===== config.mk =====
export PLATFORM = sky130hd
export DESIGN_NAME = mm_lsu
export DESIGN_NICKNAME = d
export VERILOG_FILES = /design/src/rtl/mm_pkg.sv /design/src/rtl/mm_lsu_align.sv /design/src/rtl/mm_lsu.sv
export SDC_FILE = /design/constraint.sdc
export NUM_CORES = 1
export LEC_CHECK = 0
export ABC_AREA = 1
export BUFFER_PORTS_ARGS = -buffer_cell sky130_fd_sc_hd__buf_2
export CAP_MARGIN = 20
export CORE_ASPECT_RATIO = 0.5
export CORE_MARGIN = 2
export CORE_UTILIZATION = 25
export DETAILED_ROUTE_END_ITERATION = 6
export PLACE_DENSITY = 0.47
export SETUP_SLACK_MARGIN = 0.2
export SLEW_MARGIN = 20
export SYNTH_ARGS = -nofsm -noshare
export SYNTH_HDL_FRONTEND = slang
export SYNTH_SLANG_ARGS = --single-unit

===== constraint.sdc =====
create_clock -name clk -period 4.8 [get_ports clk]
set_input_delay 0 -clock clk [delete_from_list [all_inputs] [get_ports clk]]
set_output_delay 0 -clock clk [all_outputs]
set_load 0.05 [all_outputs]

===== src/rtl/mm_pkg.sv =====
// mm_pkg -- shared types and constants for the memory load/store unit.
//   mm_state_e  : LSU sequencer states
//   SZ_*        : size codes carried in mm_mem_e[3:2]
//   E_*         : bit positions inside the mm_mem_e control word
//   size_bytes  : access length in bytes for a size code
//   size_legal  : whether a size code is usable at the configured width
package mm_pkg;

    typedef enum logic [1:0] {
        ST_IDLE = 2'd0,
        ST_ACC0 = 2'd1,
        ST_ACC1 = 2'd2,
        ST_DONE = 2'd3
    } mm_state_e;

    localparam logic [1:0] SZ_B = 2'd0;
    localparam logic [1:0] SZ_H = 2'd1;
    localparam logic [1:0] SZ_D = 2'd2;
    localparam logic [1:0] SZ_W = 2'd3;

    localparam int E_VALID   = 4;
    localparam int E_SIZE_HI = 3;
    localparam int E_SIZE_LO = 2;
    localparam int E_ST      = 1;
    localparam int E_UNS     = 0;

    function automatic logic [3:0] size_bytes(input logic [1:0] sz);
        case (sz)
            SZ_B:    return 4'd1;
            SZ_H:    return 4'd2;
            SZ_W:    return 4'd4;
            default: return 4'd8;
        endcase
    endfunction

    // Doubleword accesses only exist on a 64-bit datapath.
    function automatic logic size_legal(input logic [1:0] sz, input logic is_x64);
        return (sz != SZ_D) || is_x64;
    endfunction

endpackage


===== src/rtl/mm_lsu_align.sv =====
// mm_lsu_align -- combinational access splitting, store shifting and load
// merge/extension for mm_lsu.
//   i_addr      : effective address of the access
//   i_size      : size code (SZ_*)
//   i_uns       : 1 = zero-extend loads, 0 = sign-extend
//   i_st_data   : store data as presented upstream
//   i_part0     : read data of the first access (low bytes)
//   i_part1     : read data of the second access (low bytes)
//   o_split     : access crosses a datapath-word boundary
//   o_cu0/o_cu1 : byte count minus one of the first/second access
//   o_addr1     : address of the second access
//   o_st_data1  : store data for the second access
//   o_ld_data   : merged, extended load result
module mm_lsu_align
    import mm_pkg::*;
#(
    parameter int XLEN = 32,
    parameter int CUW  = $clog2(XLEN/8)
) (
    input  logic [XLEN-1:0] i_addr,
    input  logic [1:0]      i_size,
    input  logic            i_uns,
    input  logic [XLEN-1:0] i_st_data,
    input  logic [XLEN-1:0] i_part0,
    input  logic [XLEN-1:0] i_part1,
    output logic            o_split,
    output logic [CUW-1:0]  o_cu0,
    output logic [CUW-1:0]  o_cu1,
    output logic [XLEN-1:0] o_addr1,
    output logic [XLEN-1:0] o_st_data1,
    output logic [XLEN-1:0] o_ld_data
);

    localparam int         B  = XLEN/8;
    localparam int         OW = $clog2(B);
    localparam logic [4:0] B5 = 5'(B);

    logic [4:0]      w_off;
    logic [4:0]      w_n;
    logic [4:0]      w_l1;
    logic [4:0]      w_l2;
    logic [7:0]      w_sh;
    logic [XLEN-1:0] w_merge;
    logic            w_sign;

    assign w_off   = 5'(i_addr[OW-1:0]);
    assign w_n     = 5'(size_bytes(i_size));
    assign o_split = (w_off + w_n) > B5;

    // For an unsplit access L1 is the whole length, so the part1 term of the
    // merge lands entirely above the access and is removed by the extension.
    assign w_l1 = o_split ? (B5 - w_off) : w_n;
    assign w_l2 = w_n - w_l1;

    assign o_cu0      = CUW'(w_l1 - 5'd1);
    assign o_cu1      = CUW'(w_l2 - 5'd1);
    assign w_sh       = {w_l1, 3'b000};
    assign o_addr1    = i_addr + XLEN'(w_l1);
    assign o_st_data1 = i_st_data >> w_sh;
    assign w_merge    = i_part0 | (i_part1 << w_sh);

    always_comb begin
        case (i_size)
            SZ_B:    w_sign = w_merge[7];
            SZ_H:    w_sign = w_merge[15];
            SZ_W:    w_sign = w_merge[31];
            default: w_sign = w_merge[XLEN-1];
        endcase
    end

    // Every byte at or above N is replaced by the extension fill.
    always_comb begin
        o_ld_data = w_merge;
        for (int k = 0; k < B; k++) begin
            if (5'(k) >= w_n) begin
                o_ld_data[8*k +: 8] = {8{w_sign & ~i_uns}};
            end
        end
    end

endmodule


===== src/rtl/mm_lsu.sv =====
// mm_lsu -- memory stage load/store unit. Non-memory ops pass straight to the
// writeback registers; memory ops are sequenced to the memory controller as
// one or two accesses (misaligned accesses are split at the word boundary).
//   clk, rst                 : clock, asynchronous active-low reset
//   we, wa, wn               : upstream writeback enable/register/value-or-address
//   mm_mem_n                 : store data
//   mm_mem_e                 : {valid, size[1:0], store, unsigned}
//   we_o, wa_o, wn_o         : registered writeback outputs
//   mm_mct_e/wr/a/cu/n_i     : controller request, write select, address,
//                              byte count minus one, write data
//   mm_mct_n_o, mm_mct_ok    : controller read data and completion pulse
//   stl                      : upstream stall
//   mm_err                   : one-cycle pulse on an illegal size code
module mm_lsu
    import mm_pkg::*;
#(
    parameter int XLEN = 32,
    parameter int CUW  = $clog2(XLEN/8)
) (
    input  logic            clk,
    input  logic            rst,
    input  logic            we,
    input  logic [4:0]      wa,
    input  logic [XLEN-1:0] wn,
    input  logic [XLEN-1:0] mm_mem_n,
    input  logic [4:0]      mm_mem_e,
    output logic            we_o,
    output logic [4:0]      wa_o,
    output logic [XLEN-1:0] wn_o,
    output logic [XLEN-1:0] mm_mct_a,
    output logic [XLEN-1:0] mm_mct_n_i,
    input  logic [XLEN-1:0] mm_mct_n_o,
    output logic            mm_mct_e,
    output logic            mm_mct_wr,
    output logic [CUW-1:0]  mm_mct_cu,
    input  logic            mm_mct_ok,
    output logic            stl,
    output logic            mm_err
);

    mm_state_e       r_state;
    logic            r_we_o;
    logic [4:0]      r_wa_o;
    logic [XLEN-1:0] r_wn_o;
    logic            r_err;

    logic [XLEN-1:0] r_addr;
    logic [XLEN-1:0] r_data;
    logic [1:0]      r_size;
    logic            r_st;
    logic            r_uns;
    logic            r_we;
    logic [4:0]      r_wa;
    logic [XLEN-1:0] r_part0;

    logic            w_legal;
    logic            w_start;
    logic            w_acc0;
    logic            w_acc1;
    logic            w_final;
    logic            w_split;
    logic [CUW-1:0]  w_cu0;
    logic [CUW-1:0]  w_cu1;
    logic [XLEN-1:0] w_addr1;
    logic [XLEN-1:0] w_st1;
    logic [XLEN-1:0] w_ld;
    logic [XLEN-1:0] w_part0;

    assign w_legal = size_legal(mm_mem_e[E_SIZE_HI:E_SIZE_LO], XLEN == 64);
    assign w_start = mm_mem_e[E_VALID] & w_legal;
    assign w_acc0  = (r_state == ST_ACC0);
    assign w_acc1  = (r_state == ST_ACC1);
    assign w_final = mm_mct_ok & ((w_acc0 & ~w_split) | w_acc1);

    // An unsplit access completes in ACC0, so its only part is the live read data.
    assign w_part0 = w_acc1 ? r_part0 : mm_mct_n_o;

    mm_lsu_align #(.XLEN(XLEN), .CUW(CUW)) u_align (
        .i_addr     (r_addr),
        .i_size     (r_size),
        .i_uns      (r_uns),
        .i_st_data  (r_data),
        .i_part0    (w_part0),
        .i_part1    (mm_mct_n_o),
        .o_split    (w_split),
        .o_cu0      (w_cu0),
        .o_cu1      (w_cu1),
        .o_addr1    (w_addr1),
        .o_st_data1 (w_st1),
        .o_ld_data  (w_ld)
    );

    // Controller side decodes only from state and latched operands, so it
    // falls to zero the instant reset forces the state back to IDLE.
    assign mm_mct_e   = w_acc0 | w_acc1;
    assign mm_mct_wr  = (w_acc0 | w_acc1) & r_st;
    assign mm_mct_a   = w_acc0 ? r_addr : (w_acc1 ? w_addr1 : '0);
    assign mm_mct_cu  = w_acc0 ? w_cu0  : (w_acc1 ? w_cu1   : '0);
    assign mm_mct_n_i = w_acc0 ? r_data : (w_acc1 ? w_st1   : '0);

    // The IDLE term looks at the upstream op so the stall covers the issue cycle.
    assign stl = w_acc0 | w_acc1 | (rst & (r_state == ST_IDLE) & w_start);

    assign we_o   = r_we_o;
    assign wa_o   = r_wa_o;
    assign wn_o   = r_wn_o;
    assign mm_err = r_err;

    always_ff @(posedge clk or negedge rst) begin
        if (!rst) begin
            r_state <= ST_IDLE;
            r_we_o  <= 1'b0;
            r_wa_o  <= '0;
            r_wn_o  <= '0;
            r_err   <= 1'b0;
        end else begin
            r_err <= 1'b0;
            case (r_state)
                ST_IDLE: begin
                    if (!mm_mem_e[E_VALID]) begin
                        r_we_o <= we;
                        r_wa_o <= wa;
                        r_wn_o <= wn;
                    end else if (w_legal) begin
                        r_state <= ST_ACC0;
                        r_we_o  <= 1'b0;
                    end else begin
                        r_we_o <= 1'b0;
                        r_wa_o <= wa;
                        r_wn_o <= '0;
                        r_err  <= 1'b1;
                    end
                end
                ST_ACC0: begin
                    if (mm_mct_ok) begin
                        r_state <= w_split ? ST_ACC1 : ST_DONE;
                    end
                end
                ST_ACC1: begin
                    if (mm_mct_ok) begin
                        r_state <= ST_DONE;
                    end
                end
                default: r_state <= ST_IDLE;
            endcase

            if (w_final) begin
                r_we_o <= r_st ? 1'b0 : r_we;
                r_wa_o <= r_wa;
                r_wn_o <= r_st ? '0 : w_ld;
            end
        end
    end

    // Operand latches carry data only and need no reset.
    always_ff @(posedge clk) begin
        if ((r_state == ST_IDLE) && w_start) begin
            r_addr <= wn;
            r_data <= mm_mem_n;
            r_size <= mm_mem_e[E_SIZE_HI:E_SIZE_LO];
            r_st   <= mm_mem_e[E_ST];
            r_uns  <= mm_mem_e[E_UNS];
            r_we   <= we;
            r_wa   <= wa;
        end
        if (w_acc0 && mm_mct_ok) begin
            r_part0 <= mm_mct_n_o;
        end
    end

endmodule


Word-level counts from Yosys, hierarchy flattened
Cells that the tools add are included.

Register bits: 147. Bits of input ports: 110. Output and inout bits: 108. Logic and storage cells: 92.

Add/sub/neg operators: 6. Magnitude comparators: 5. Equal/unequal tests: 10. Shift-type cells: 2. Mux-type cells: 36. Bitwise operators: 13. Reduce and logical (&&, ||, !) cells: 7.

Operators by type and width (number): two-way mux 32 bit (10); adder 32 x 5 -> 32 bit (1); two-way mux 8 bit (4); OR 32 bit (1); << shifter 32 x 8 -> 32 bit (1); >> shifter 32 x 8 -> 32 bit (1); two-way mux 5 bit (5); two-way mux 2 bit (6); case mux 4 bit (3 select lines) (1); inequality test 2 bit, second input constant (5); >= comparator 1 x 4 -> 1 bit, first input constant (2); >= comparator 2 x 4 -> 1 bit, first input constant (2); two-way mux 1 bit (8); AND 1 bit (7); case mux 2 bit (3 select lines) (1); adder 2 x 4 -> 5 bit (1); greater-than comparator 5 x 3 -> 1 bit, second input constant (1); == test 2 x 1 -> 1 bit, second input constant (2); == test 2 bit, second input constant (2); zero test 2 bit (2); AND reduction 4 bit (1); subtractor 2 x 1 -> 2 bit, second input constant (2); subtractor 3 x 2 -> 4 bit, first input constant (1); inequality test 3 x 2 -> 1 bit, second input constant (1); 7 further kinds (11).

Depth between registers and ports, before layout
Gate-level depths: netlist of run 1.

Depth in word-level cells: 12. Depth in mapped cells: 32.

Cells and area by module
Synthesis of run 1 repeated with hierarchy kept, for this count alone.

Cell total of the unflattened synthesis: 1304. Area total of the unflattened synthesis: 9589.2 sq um.

By module, submodules not included: mm_lsu (instances 1, cells each 801, area an instance 6980.4 sq um, seq. area each 4209.0 sq um); mm_lsu_align (instances 1, cells each 503, area an instance 2608.8 sq um, seq. area each 0.0 sq um).

Worst setup path after synthesis of run 1
Ideal clock, no wire load.

Kind: reg-to-output. Start point: reg r_size[1]. End point: out mm_mct_a[20]. Arrival time: 5027 ps. Required time: 4800 ps. Path slack: -227 ps. Stages on the path, launching flop included: 29. Buffers on the path: 4. Cell sequence: edfxtp_1 nor2_1 clkbuf_1 ha_1 ha_1 inv_1 nand2_1 nand2_1 inv_2 nand2_4 nand2_1 nand2_1 buf_4 buf_2 buf_2 ha_1 inv_1 fa_1 nor2_1 o21ai_0 nand2_1 nand2_1 inv_1 nand4_1 inv_1 nand2_1 nor2_1 a21oi_1 a211oi_1.

Word-level cells in the longest chain between the ends: 8. Elaborated cells between the ends (all ways): 10. Classes of those cells: add/sub (2); order compare (1); eq/ne (2); mux (4); reduce/logical (1).

Ends and longest elaborated chain: start: declaration (RTL line mm_lsu.sv:49) `logic [1:0] r_size;`; start signal: assignment (RTL line mm_lsu.sv:160) `r_size <= mm_mem_e[E_SIZE_HI:E_SIZE_LO];`; == test 2 bit (tied with other cells) (RTL line mm_pkg.sv:28) `case (sz)`; case mux 4 bit (3 select lines) (*) (RTL line mm_pkg.sv:28); adder 2 x 4 -> 5 bit (RTL line mm_lsu_align.sv:48) `assign o_split = (w_off + w_n) > B5;`; greater-than comparator 5 x 3 -> 1 bit (RTL line mm_lsu_align.sv:48); two-way mux 5 bit (*) (RTL line mm_lsu_align.sv:52) `assign w_l1 = o_split ? (B5 - w_off) : w_n;`; adder 32 x 5 -> 32 bit (*) (RTL line mm_lsu_align.sv:58) `assign o_addr1 = i_addr + XLEN'(w_l1);`; two-way mux 32 bit (*) (2 in series) (RTL line mm_lsu.sv:97) `assign mm_mct_a = w_acc0 ? r_addr : (w_acc1 ? w_addr1 : '0);`; end: declaration (RTL line mm_lsu.sv:30) `output logic [XLEN-1:0] mm_mct_a,`.

Every way passes the cells marked *; elsewhere a longest branch is shown, timed or not.

Worst setup path in the final report of run 1
Same ends and word-level chain as after synthesis.

==> results of run 1 <==
[worst paths after layout]
check | end | slack [ns]
max | mm_mct_a[20] | 0.49
min | r_addr[12] | 0.12
max reg2reg | wn_o[22] | 1.33
min reg2reg | wa_o[3] | 0.48
max in group asynchronous | wn_o[25] | 4.22
min in group asynchronous | wa_o[3] | 0.17
[kinds of logic (layout without fill, tap and decap cells)]
group | after synthesis | after routing | synth area share
AND/OR/NAND/NOR | 372 | 372 | 0.198
AO/OA/AOI/OAI | 284 | 284 | 0.197
buffers and inverters | 158 | 487 | 0.0809
flip-flops | 147 | 147 | 0.503
adder cells (fa/ha/maj) | 12 | 12 | 0.0189
other | 1 | 1 | 0.000448
multiplexers | 1 | 1 | 0.00120
[state kept, by name, summed over array words and instances, names as in the netlist, 2 cells and up]
register,flops
r_addr,32
r_data,32
r_part0,32
wn_o,32
r_wa,5
wa_o,5
r_size,2
r_state,2
[routing by layer]
metal | vias up | share of wire | track usage
met5 | - | 0 | 0
met4 | 0 | 0.013 | 0.0386
met3 | 26 | 0.038 | 0.0311
met2 | 192 | 0.51 | 0.310
met1 | 4046 | 0.44 | 0.231
li1 | 4037 | - | -
[power groups by stage]
| stage | registers, mW | logic [mW] | clock network [mW] |
|---|---|---|---|
| 2_1_floorplan | 2.47 | 2.71 | 0 |
| 3_3_place_gp | 1.94 | 4.53 | 0 |
| 3_5_place_dp | 1.93 | 4.57 | 0 |
| 4_1_cts | 1.92 | 4.64 | 1.35 |
| 5_1_grt | 1.95 | 5.00 | 1.40 |
| 6_report | 1.92 | 4.66 | 1.32 |
[tightest hold or removal path, cell delays in order]
cell and delay, ns:
buf_2 0.11, nand2_1 0.12, nor2_4 0.14
[through the flow]
| stage | util | hold slack, ns |
|---|---|---|
| floorplan | - | -0.296 |
| global placement | 0.303 | 0.115 |
| CTS | 0.354 | 0.110 |
| finish | 0.358 | 0.124 |
| detailed placement | 0.304 | 0.119 |
| global route | 0.358 | 0.130 |
[final cells by class]
type	instances	area (µm²)	share of cell area
sequential	147	4210	0.357
multi-input combinational	670	3590	0.304
timing repair buffer	351	2490	0.211
tap	441	552	0.0468
clock buffer	22	497	0.0421
inverter	105	399	0.0338
clock inverter	9	68.8	0.00583
[repair_timing]
action / CTS / global route
hold endpoints to repair: 187 / 0
setup endpoints to repair: 3 / 12
hold buffers: 108 / 0
buffers inserted: 0 / 5
pin swaps: 0 / 4
resized for setup: 1 / 22
[cells in the final DEF (no fill, tap or decap), types with 4 or more instances in the layout]
cell / n
nand2_4: 4
a21oi_2: 15
edfxtp_1: 106
nand2_1: 182
dfrtp_1: 41
dlygate4sd3_1: 108
o21ai_0: 88
buf_12: 6
a21oi_1: 83
nand4_1: 8
o211ai_1: 37
clkbuf_16: 20
nand2_2: 13
nand3_2: 11
o21ai_1: 5
nor2_4: 4
nand3_1: 55
buf_4: 24
ha_1: 10
nor2_1: 65
buf_2: 211
a31oi_1: 34
inv_2: 6
nor3_1: 16
inv_1: 96
nor2_2: 7
o22ai_1: 9
==> qor.yml, run 1 <==
critical_path:
  cp_top_family: "simple AND/OR/NAND/NOR gates"
  regToRegStartpoint: "r_size[1]"
  critPathKind: "reg2out"
  cp_num_cells: 28
  max_stage_delay_ns: 0.47
  crit_path_start_kind: "flop"
  worst_path_most_repeated_cell: "nand2_1"
  slowest_stage: "edfxtp_1"
  critPathCaptureType: "output pin"
  arrival_ns: 4.31
  crit_path_start: "r_size[1]"
  rr_worst_depth: 17
  required_ns: 4.80
  cp_max_fo: 6
  path_buf_inv: 8
floorplan:
  ioPinCount: 218
  die_w_um: 263
  fp.coreArea_um2: 33000
  core.rowCount: 47
  initial_core_util: 0.253
  design.die.area_um2: 35000
  die_y_um: 133
placement:
  dpl_cell_area_um2: 10000
  io_buffers: 217
  dp_hpwl_mm: 22.9
  routabilityCongestion: 0.839
  pre_cts_ws_ns: 0.578
  placedCellCount: 1601
clocking:
  clk_path_buf_depth: 2
  cts_buffers: 17
  htree_num_levels: 4
  root_buffer: "clkbuf_16"
  cts_tree: "yes"
  cts_sinks: 147
  cts.reportedPaths.clkPinSlew_ns: 0.07
  clock_latency_ns: 0.45
cells_and_area:
  instances_no_fill: 1745
  final_nets: 1414
  drive_above_1_share: 0.262
  antenna_cells: 0
  stdcell_area_um2: 11800
  area_delta_synth_final_pct: 41.1
  n_fill_cell: 3375
sta:
  min_period_ns: 4.31
  tightest_slew_ns: 1.03
  skew_ns: 0.00947
  max_freq_mhz: 232
  setup_slack_ns: 0.494
  setup_viol: 0
  final.period_utilization: 0.897
  slew_headroom: 0.315
  fin_setup_tns_ns: 0
  rsz0062_at_grt: "false"
  slew_violations: 0
  final-hold-violation-count: 0
power:
  switching_share: 0.539
  peakVddDrop_v: 0.000303
  clkPwrFrac: 0.167
  power_mw: 7.90
  p_seq_frac: 0.242
  switchingPower_mw: 4.26
  power.density_nw_per_um2: 669
  leakagePower_nw: 5.02
  p_comb_frac: 0.590
  p_int_mw: 3.64
detailed_routing:
  routedWlPerCell_um: 17.9
  vias: 8301
  vias_per_cell: 4.76
  drtPass1Iterations: 5
  antenna_left: 0
  drt_iter0_markers: 540
  drcViolationCount: 0
  wl_mm: 31.3
global_routing:
  antenna_found_initial: 0
  grt_usage: 0.177
  grt_pass1_wl_mm: 48.0
  grt_max_degree: 74
  grt_overflow: 0
  grt_pass1_vias: 8225
synthesis:
  syn_inst: 975
  synth-edff-count: 106
  yosys.area.top_type: "edfxtp_1"
  syn_nets: 1097
  synth-seq-area-share: 0.503
  ys_ff_latch: 147
  ys_warn_count: 0
  synth.area.top_cells: "edfxtp_1 (38%), dfrtp_1 (12%), nand2_1 (8.4%), o21ai_0 (5.3%), a21oi_1 (5.2%)"
  synth.distinct_cells: 45
  synth_top_cell_area_share: 0.381
  async_reset_ff_frac: 0.279
  yosys.cell_count.top_type: "nand2_1"
  synthTopCellsByCount: "nand2_1 (187), edfxtp_1 (106), inv_1 (99)"
  synth-main-ff-cell: "edfxtp_1"
  synth_area_per_cell_um2: 8.58
  syn-cell-area_um2: 8360
worst_hold_path:
  hold_class: "in2reg"
  worst_hold_startpoint: "mm_mem_e[4]"
  min_path_cells: 3
job:
  cap_violations: 0
run_status:
  status: "finished clean"
Power figures use the tool's default switching activity.
==> run 2: changes to the inputs <==
CELL_PAD_IN_SITES_DETAIL_PLACEMENT = 1   (was not set)
CELL_PAD_IN_SITES_GLOBAL_PLACEMENT = 1   (was not set)
HOLD_SLACK_MARGIN = 0.1   (was not set)
PLACE_DENSITY = 0.58   (was 0.47)
==> qor.yml, run 2 (synthesis gave the netlist of run 1 again) <==
run_status:
  status: "finished clean"
power:
  switchingPower_mw: 4.33
  clkPwrFrac: 0.173
  p_comb_frac: 0.586
  p_seq_frac: 0.241
  peakVddDrop_v: 0.000333
  power.density_nw_per_um2: 678
  switching_share: 0.545
  leakagePower_nw: 5.00
  power_mw: 7.94
  p_int_mw: 3.61
sta:
  rsz0062_at_grt: "false"
  setup_slack_ns: 0.445
  tightest_slew_ns: 1.03
  min_period_ns: 4.36
  final-hold-violation-count: 0
  skew_ns: 0.0174
  setup_viol: 0
  slew_violations: 0
  fin_setup_tns_ns: 0
  final.period_utilization: 0.907
  slew_headroom: 0.306
  max_freq_mhz: 230
  hold_ws_ns: 0.156
clocking:
  htree_num_levels: 4
  clk_path_buf_depth: 2
  cts_buffers: 17
  cts_tree: "yes"
  cts_sinks: 147
  root_buffer: "clkbuf_16"
  clock_latency_ns: 0.45
  cts.reportedPaths.clkPinSlew_ns: 0.07
critical_path:
  critPathKind: "reg2out"
  cp_max_fo: 5
  crit_path_start_kind: "flop"
  reg2reg_to: "wn_o[21]"
  regToRegStartpoint: "r_size[0]"
  arrival_ns: 4.36
  rr_worst_depth: 22
  critPathCaptureType: "output pin"
  ff2ff_setup_slack_ns: 1.14
  required_ns: 4.80
cells_and_area:
  drive_above_1_share: 0.258
  final_nets: 1414
  final_cell_mix: "buf_2 (213), nand2_1 (182), dlygate4sd3_1 (109), edfxtp_1 (106), inv_1 (97)"
  mostFrequentLayoutCell: "buf_2"
  area_delta_synth_final_pct: 40.1
  fin_util: 0.355
  antenna_cells: 0
  stdcell_area_um2: 11700
  instances_no_fill: 1746
floorplan:
  initial_core_util: 0.253
  design.die.area_um2: 35000
  die_w_um: 263
  ioPinCount: 218
  fp.coreArea_um2: 33000
  core.rowCount: 47
  die_y_um: 133
detailed_routing:
  antenna_left: 0
  drt_iter0_markers: 624
  vias: 8474
  routedWlPerCell_um: 19.3
  wl_mm: 33.8
  vias_per_cell: 4.85
  drcViolationCount: 0
  drtPass1Iterations: 5
global_routing:
  grt_pass1_vias: 9026
  grt_pass1_wl_mm: 52.4
  antenna_found_initial: 0
  grt_usage: 0.194
  grt_max_degree: 74
  grt_overflow: 0
placement:
  io_buffers: 217
  pre_cts_ws_ns: 0.490
  placedCellCount: 1600
  dp_hpwl_mm: 24.2
  routabilityCongestion: 0.813
  dpl_cell_area_um2: 9940
job:
  cap_violations: 0
worst_hold_path:
  hold_class: "in2async"
-- run 2: changes by cell type in the layout (fill, tap and decap cells not counted), sizes merged --
cell         previous run  this run
buf                   242       241
bufinv                  0         2
clkbuf                 23        19
clkinv                  7         8
dlygate4sd3           108       109
inv                   105       107
-- run 2: worst max-delay path, cell delays in order (launching register included) --
cell      delay [ns]
edfxtp_1        0.40
buf_4           0.17
nor2_1          0.13
ha_1            0.19
ha_1            0.23
inv_1           0.07
nand2_1         0.06
nand2_1         0.08
inv_2           0.05
nand2_4         0.09
nand2_1         0.09
nand2_2         0.09
ha_1            0.17
inv_1           0.06
fa_2            0.35
nor2_2          0.14
o21ai_2         0.10
nand2_2         0.11
nand2_2         0.08
inv_1           0.10
nand4_1         0.20
nor3_4          0.31
buf_4           0.16
nor2_1          0.04
nor3_2          0.17
buf_2           0.30
-- run 2: routing by layer --
layer,vias to the layer above,global-route usage,wire length [µm]
met5,-,0,0
met4,0,0.0584,645
met3,37,0.0340,1110
met2,173,0.337,17000
met1,4215,0.247,15000
li1,4049,-,-
-- run 2: cell type report --
cell class                 count  area, µm²
clock buffer                  18        429
clock inverter                14        154
fill                        3928      21300
inverter                     105        399
multi-input combinational    670       3560
sequential                   147       4210
tap                          441        552
timing repair buffer         351       2410
-- run 2: how the worst max path moves through the flow --
stage | slack, ns | start | to
6_report | 0.44 | r_size[0] | mm_mct_a[18]
5_1_grt | 0.17 | r_size[1] | mm_mct_a[28]
4_1_cts | 0.26 | r_addr[1] | mm_mct_a[20]
3_5_place_dp | 0.49 | r_size[1] | mm_mct_a[28]
3_3_place_gp | 0.63 | r_addr[1] | mm_mct_a[28]
2_1_floorplan | 0.18 | r_size[1] | mm_mct_a[20]
-- run 2: power groups by stage --
stage | sequential (mW) | combinational [mW] | clock, mW
floorplan | 2.47 | 2.71 | 0
global placement | 1.93 | 4.48 | 0
detailed placement | 1.94 | 4.55 | 0
CTS | 1.91 | 4.65 | 1.41
global route | 1.94 | 5.01 | 1.46
finish | 1.91 | 4.66 | 1.38
-- run 2: repair_timing --
action / CTS / global route
resized for setup: 7 / 21
hold endpoints to repair: 200 / 0
buffers inserted: 1 / 4
pin swaps: 0 / 6
hold buffers: 109 / 0
gates cloned: 0 / 0
endpoints found under the setup margin: 5 / 13
